`src/rtl/conv_line_buffer_sequencer.sv`:
```
// Frame sequencer for the 3x3 convolution line-buffer chain: pixel handshake, shift enable, window tracking.
// Optional build macro CONV_STRIDE2_EN adds cfg_stride2, which keeps only even (row, col) windows.
//
// state | meaning
// IDLE  | waiting for cfg_start, no pixels accepted
// FILL  | rows 0 and 1 loading into the line buffers
// RUN   | rows 2..row_size-1, windows produced
// DONE  | one-cycle end-of-frame marker
module conv_line_buffer_sequencer #(
   parameter int COL_W    = 10,
   parameter int MIN_SIZE = 3
) (
   input  logic             system_clk,
   input  logic             rst_n,
   input  logic             cfg_start,
   input  logic [COL_W-1:0] cfg_col_size,
   input  logic [COL_W-1:0] cfg_row_size,
`ifdef CONV_STRIDE2_EN
   input  logic             cfg_stride2,
`endif
   output logic             cfg_err,
   output logic             busy,
   output logic             done,
   input  logic             in_valid,
   output logic             in_ready,
   output logic             shift_en,
   output logic [9:0]       shift_size,
   output logic             window_valid,
   output logic [COL_W-1:0] window_row,
   output logic [COL_W-1:0] window_col
);

   typedef enum logic [1:0] {IDLE, FILL, RUN, DONE} state_t;

   localparam logic [COL_W-1:0] ONE   = COL_W'(1);
   localparam logic [COL_W-1:0] TWO   = COL_W'(2);
   localparam logic [COL_W-1:0] MIN_V = COL_W'(MIN_SIZE);

   state_t           state_q;
   logic [COL_W-1:0] col_size_q;
   logic [COL_W-1:0] row_size_q;
   logic [COL_W-1:0] col_cnt_q;
   logic [COL_W-1:0] row_cnt_q;
   logic [9:0]       shift_size_q;
   logic             cfg_err_q;
   logic             busy_q;
   logic             done_q;
   logic             in_ready_q;
   logic             win_valid_q;
   logic [COL_W-1:0] win_row_q;
   logic [COL_W-1:0] win_col_q;
   logic [COL_W-1:0] shift_size_d;

   logic accept;
   logic cfg_ok;
   logic col_last;
   logic row_last;
   logic win_hit;

`ifdef CONV_STRIDE2_EN
   logic stride2_q;
   assign win_hit = (row_cnt_q >= TWO) && (col_cnt_q >= TWO) &&
                    (!stride2_q || (!row_cnt_q[0] && !col_cnt_q[0]));
`else
   assign win_hit = (row_cnt_q >= TWO) && (col_cnt_q >= TWO);
`endif

   assign accept       = in_valid & in_ready_q;
   assign cfg_ok       = (cfg_col_size >= MIN_V) && (cfg_row_size >= MIN_V);
   assign col_last     = (col_cnt_q == col_size_q - ONE);
   assign row_last     = (row_cnt_q == row_size_q - ONE);
   assign shift_size_d = cfg_col_size - TWO;

   always_ff @(posedge system_clk or negedge rst_n) begin
      if (!rst_n) begin
         state_q      <= IDLE;
         col_size_q   <= '0;
         row_size_q   <= '0;
         col_cnt_q    <= '0;
         row_cnt_q    <= '0;
         shift_size_q <= '0;
         cfg_err_q    <= 1'b0;
         busy_q       <= 1'b0;
         done_q       <= 1'b0;
         in_ready_q   <= 1'b0;
         win_valid_q  <= 1'b0;
         win_row_q    <= '0;
         win_col_q    <= '0;
`ifdef CONV_STRIDE2_EN
         stride2_q    <= 1'b0;
`endif
      end else begin
         cfg_err_q   <= 1'b0;
         done_q      <= 1'b0;
         win_valid_q <= 1'b0;

         // Window flag lags the accept by one cycle to line up with the RAM read.
         if (accept) begin
            win_valid_q <= win_hit;
            if (win_hit) begin
               win_row_q <= row_cnt_q;
               win_col_q <= col_cnt_q;
            end
            if (col_last) begin
               col_cnt_q <= '0;
               row_cnt_q <= row_cnt_q + ONE;
            end else begin
               col_cnt_q <= col_cnt_q + ONE;
            end
         end

         case (state_q)
            IDLE: begin
               if (cfg_start) begin
                  if (cfg_ok) begin
                     col_size_q   <= cfg_col_size;
                     row_size_q   <= cfg_row_size;
                     shift_size_q <= shift_size_d[9:0];
                     col_cnt_q    <= '0;
                     row_cnt_q    <= '0;
                     busy_q       <= 1'b1;
                     in_ready_q   <= 1'b1;
                     state_q      <= FILL;
`ifdef CONV_STRIDE2_EN
                     stride2_q    <= cfg_stride2;
`endif
                  end else begin
                     cfg_err_q <= 1'b1;
                  end
               end
            end
            FILL: begin
               if (accept && col_last && (row_cnt_q == ONE)) begin
                  state_q <= RUN;
               end
            end
            RUN: begin
               if (accept && col_last && row_last) begin
                  in_ready_q <= 1'b0;
                  done_q     <= 1'b1;
                  state_q    <= DONE;
               end
            end
            DONE: begin
               busy_q  <= 1'b0;
               state_q <= IDLE;
            end
            default: state_q <= IDLE;
         endcase
      end
   end

   assign cfg_err      = cfg_err_q;
   assign busy         = busy_q;
   assign done         = done_q;
   assign in_ready     = in_ready_q;
   assign shift_en     = accept;
   assign shift_size   = shift_size_q;
   assign window_valid = win_valid_q;
   assign window_row   = win_row_q;
   assign window_col   = win_col_q;

endmodule
```
`config.mk`:
```
export PLATFORM = sky130hd
export DESIGN_NAME = conv_line_buffer_sequencer
export DESIGN_NICKNAME = d
export VERILOG_FILES = /design/src/rtl/conv_line_buffer_sequencer.sv
export SDC_FILE = /design/constraint.sdc
export NUM_CORES = 1
export LEC_CHECK = 0
export CORE_MARGIN = 1
export CORE_UTILIZATION = 55
export CTS_CLUSTER_DIAMETER = 120
export DETAILED_ROUTE_END_ITERATION = 10
export MAX_ROUTING_LAYER = met4
export PLACE_DENSITY = 0.91
export SETUP_SLACK_MARGIN = 0.3
export SLEW_MARGIN = 0
export SYNTH_ARGS = -nofsm -noshare
export SYNTH_HDL_FRONTEND = slang
export SYNTH_SLANG_ARGS = --single-unit
export TNS_END_PERCENT = 30
```
`constraint.sdc`:
```
create_clock -name system_clk -period 4.1 [get_ports system_clk]
set_clock_uncertainty 0.15 [all_clocks]
set_input_delay 0.615 -clock system_clk [delete_from_list [all_inputs] [get_ports system_clk]]
set_output_delay 0.615 -clock system_clk [all_outputs]
set_load 0.02 [all_outputs]
```
* Yosys cells after proc, flatten, opt, wreduce, memory -nomap -nowiden
Index checks and enable logic that the tools add are counted.
Storage, ports and cells: input bits 24, word-level logic and storage cells 72, output and inout port bits 36, register bits 77
Cells by class: $add $sub $neg 5, equal/unequal tests 10, bitwise gates (word level) 1, muxes and demuxes 26, order comparisons 4, reduce and logical (&&, ||, !) cells 13
Operators by type and width (number):
- $mux 10 | 10
- $ge 10x2->1 const B | 4
- $add 10x1->10 const B | 2
- $eq 10x10->1 | 2
- $sub 10x1->10 const B | 2
- $eq 10x1->1 const B | 1
- $sub 10x2->10 const B | 1
- $mux 1 | 9
- $mux 2 | 4
- $ne 2x2->1 const B | 4
- $pmux 2 s4 | 1
- $reduce_and 4->1 | 2
- $reduce_and 3->1 | 2
- $logic_and 1x1->1 | 5
- $eq 2x2->1 const B | 2
- $pmux 1 s2 | 2
- $reduce_bool 2->1 | 2
- $eq 2x1->1 const B | 1
- $logic_not 2->1 | 1
- $reduce_and 2->1 | 1
- $and 1x1->1 | 1

* Depth between registers and ports, before layout
depth in word-level cells 7, depth in mapped cells 11

* Worst setup path after synthesis
OpenSTA, ideal clock, no wires.
path type reg-to-reg, start register row_size_q[0], end register state_q[1], slack 1.066 ns, data required time 3.822 ns, data arrival time 2.757 ns, library setup time 0.128 ns, cell stages (with the launch flop) 12, path through dfrtp_1 > clkbuf_1 > inv_1 > ha_1 > clkbuf_1 > xor3_1 > o32ai_1 > a221oi_1 > a2111oi_0 > nand4bb_1 > a221oi_2 > mux2_1
On the way: longest elaborated chain between the ends 5
Ends and longest elaborated chain:
- from (decl) | line 41 | logic [COL_W-1:0] row_size_q;
- from (signal assigned) | line 117 | row_size_q <= cfg_row_size;
- $sub 10x1->10 | line 71 | assign row_last = (row_cnt_q == row_size_q - ONE);
- $eq 10x10->1 | line 71
- $logic_and 1x1->1 | line 138 | if (accept && col_last && row_last) begin
- $ne 2x2->1 (no line)
- $reduce_and 4->1 (no line)
- to (signal assigned) | line 76 | state_q <= IDLE;
- to (signal assigned) | line 141 | state_q <= DONE;
- to (signal assigned) | line 146 | state_q <= IDLE;
- to (decl) | line 39 | state_t state_q;
No other way between the ends. A chain may end at the register's enable or synchronous reset.

* Final worst setup path
start register col_size_q[0], end register state_q[1]
On the way: longest elaborated chain between the ends 6
Ends and longest elaborated chain:
- from (decl) | line 40 | logic [COL_W-1:0] col_size_q;
- from (signal assigned) | line 116 | col_size_q <= cfg_col_size;
- $sub 10x1->10 * | line 70 | assign col_last = (col_cnt_q == col_size_q - ONE);
- $eq 10x10->1 * | line 70
- $logic_and 1x1->1 * | line 133, 138
- $logic_and 1x1->1 (on tied branches) | line 138, 133
- $ne 2x2->1 (no line)
- $reduce_and 4->1 (no line) *
- to (signal assigned) | line 134 | state_q <= RUN;
- to (signal assigned) | line 141
- to (signal assigned) | line 146
Mark *: on every way between the ends. The rest lies on a longest branch, timed or not.

==> out/metrics.cfg <==
[status]
status = finished, final reports clean

[yosys]
synth_top_area_cell = dfrtp_1
yosysWarnings = 0
synth-main-ff-cell = dfrtp_1
netlist_instances = 491
synth.area.top_cells = dfrtp_1 44%, nand2_1 11%, xnor2_1 5.5%, xor2_1 3.6%, ha_1 3.5%
yosysSeqAreaShare_pct = 44.02
synthMostInstantiatedCell = nand2_1
synthArstFlopShare_pct = 100.0
syn_area_sq_um = 4320
yosys-top-cells-count = 122 x nand2_1, 76 x dfrtp_1, 34 x nor2_1, 30 x o21ai_0, 27 x xnor2_1
synth_top_area_share_pct = 44.02
synth.distinct_cells = 60
synth-edff-count = 0
synth.avg_cell_area_sq_um = 8.799
synth_nets = 527
ys_ff_latch = 76

[critical_path]
worstReg2RegStart = col_size_q[0]
critPathCaptureType = flop
crit_type = flop to flop
worstPathRequired_ns = 4.19
timing.rr.end = state_q[1]
reg2reg_slack_ns = 0.55
start_kind = flop
worstPathArrival_ns = 3.64
reg2reg_depth = 10
cp_max_fo = 11

[cts]
clock_tree.root_cell = clkbuf_8
holdBufCountCts = 0
cts_tree = done
cts.htree.levels = 3
cts_buffers = 9
post_cts_buffers = 0
clk_latency_ns = 0.36
cts_resized = 0
cts_sinks = 76
max-clock-path-buffers = 2
cts.clk_slew.worst_paths_ns = 0.08

[routing]
ant_nets = 0
drtIter0Drc = 220
routed_via_density = 5.772
drt_wl_total_mm = 9.929
dr.pass1.iters = 8
post_drt_wl_per_cell_microns = 15.51
via_count = 3694
drc = 0

[floorplan]
die_h_microns = 90.63
die_x_microns = 90.63
core_sq_um = 7408
initial_core_util_pct = 58.32
die_area_sq_um = 8214
num_rows = 31
io-pin-count = 60

[finish]
diodes = 0
fill_cells = 579
fin_area_sq_um = 5150
regArea_sq_um = 1902
multi_input_area_sq_um = 2222
layout-drive-gt1-share_pct = 6.654
finalNonFillerCells = 640
final_util_pct = 69.52
nets = 572
areaGrowthSynthToFinish_pct = 19.20

[timing]
period_needed_ns = 3.553
timing.final.max_slew_violations = 0
grt_setup_unrepaired = false
whs_ns = 0.2387
finalHoldViolations = 0
fin_crit_sh_pct = 86.66
tightest_slew_ns = 0.9727
setup_tns_ns = 0
slew_headroom_pct = 35.16
fmax_mhz = 281.4
setup_violations = 0

[worst_hold_path]
hp-class = input pin to asynchronous set/reset pin

[grt]
antenna_found_initial = 0
grt_usage_pct = 27.00
grt_max_degree = 77
globalRouteOverflowTotal = 0
grt_pass1_vias = 3674
grt_pass1_wl_mm = 17.17

[pwr]
p_per_area_nw_per_um2 = 612.9
ir_worst_vdd_mv = 0.3664
power.leakage_uw = 0.002280

[placement]
routabilityCongestion = 0.9120
post-dp-hpwl_mm = 7.209
place_area_sq_um = 4952
placedCellCount = 624
io_buffers = 59

[job]
maxCapViolCount = 0

==> logic make-up (layout without fill, tap and decap cells) <==
family	after synthesis	in the layout	share of synthesized area [%]
XOR/XNOR	47	47	10.22
adder cells (fa/ha/maj)	12	12	3.475
flip-flops	76	76	44.02
AO/OA/AOI/OAI	77	77	12.54
AND/OR/NAND/NOR	225	225	24.59
multiplexers	2	2	0.4923
buffers and inverters	52	102	4.663
==> placed cells by master (no fill, tap or decap), types with 9 or more instances in the layout <==
cell type | Yosys | routed
ha_1 | 12 | 12
clkdlybuf4s50_1 | 0 | 58
nand3_1 | 11 | 11
xnor2_1 | 27 | 27
xor2_1 | 18 | 18
nand2_1 | 122 | 122
clkbuf_8 | 0 | 12
nor2_1 | 34 | 34
inv_1 | 22 | 22
nand4_1 | 9 | 9
nor3_1 | 10 | 10
o21ai_0 | 30 | 30
dfrtp_1 | 76 | 76
==> critical path, stage by stage (launching register included) <==
cell       delay (ns)
dfrtp_1          0.46
inv_1            0.11
ha_1             0.30
nor3b_1          0.28
xnor2_1          0.10
a2111oi_1        0.65
o2111ai_1        0.25
buf_4            0.25
o31a_1           0.33
a221oi_2         0.22
mux2_1           0.34
==> state kept, by name, indices dropped and copies added, names as in the netlist <==
register and count:
cfg_err 1, window_row 10, state_q 2, done 1
in_ready 1, busy 1, shift_size 9, row_size_q 10
window_valid 1, col_size_q 10, row_cnt_q 10, col_cnt_q 10
window_col 10
==> per-layer routing <==
| metal | share of wire [%] | track usage, % | vias up |
|---|---|---|---|
| li1 | - | - | 1765 |
| met1 | 46 | 35.82 | 1773 |
| met2 | 47 | 42.61 | 141 |
| met3 | 5.2 | 3.535 | 15 |
| met4 | 1.5 | 9.812 | 0 |
| met5 | 0 | - | - |
==> worst max-delay path by stage <==
stage	start	to	slack, ns
3_3_place_gp	cfg_col_size[3]	row_cnt_q[9]	0.74
3_5_place_dp	col_size_q[0]	state_q[1]	0.66
4_1_cts	col_size_q[0]	state_q[1]	0.63
5_1_grt	col_size_q[0]	state_q[1]	0.40
2_1_floorplan	row_size_q[0]	state_q[1]	1.07
6_report	col_size_q[0]	state_q[1]	0.55
==> per-stage QoR <==
step | worst slack [ns] | total power, uW
floorplan | 1.066 | 2142
global placement | 0.7425 | 2540
detailed placement | 0.6608 | 2587
CTS | 0.6307 | 3149
global route | 0.3951 | 3377
finish | 0.5468 | 3156
==> area by class of cell <==
type	count	share of cell area [%]
clock buffers	12	3.207
clock inverters	4	0.6317
inverters	23	1.676
multi-input cells	363	43.15
flip-flops and latches	76	36.93
well taps	99	2.405
repair buffers	63	12.00
==> where the power goes <==
group / total (uW) / internal, uW / switching [uW]
Sequential: 1220 / 949 / 269
Combinational: 1390 / 612 / 774
Clock: 552 / 271 / 281
(Power assumes the default switching activity.)
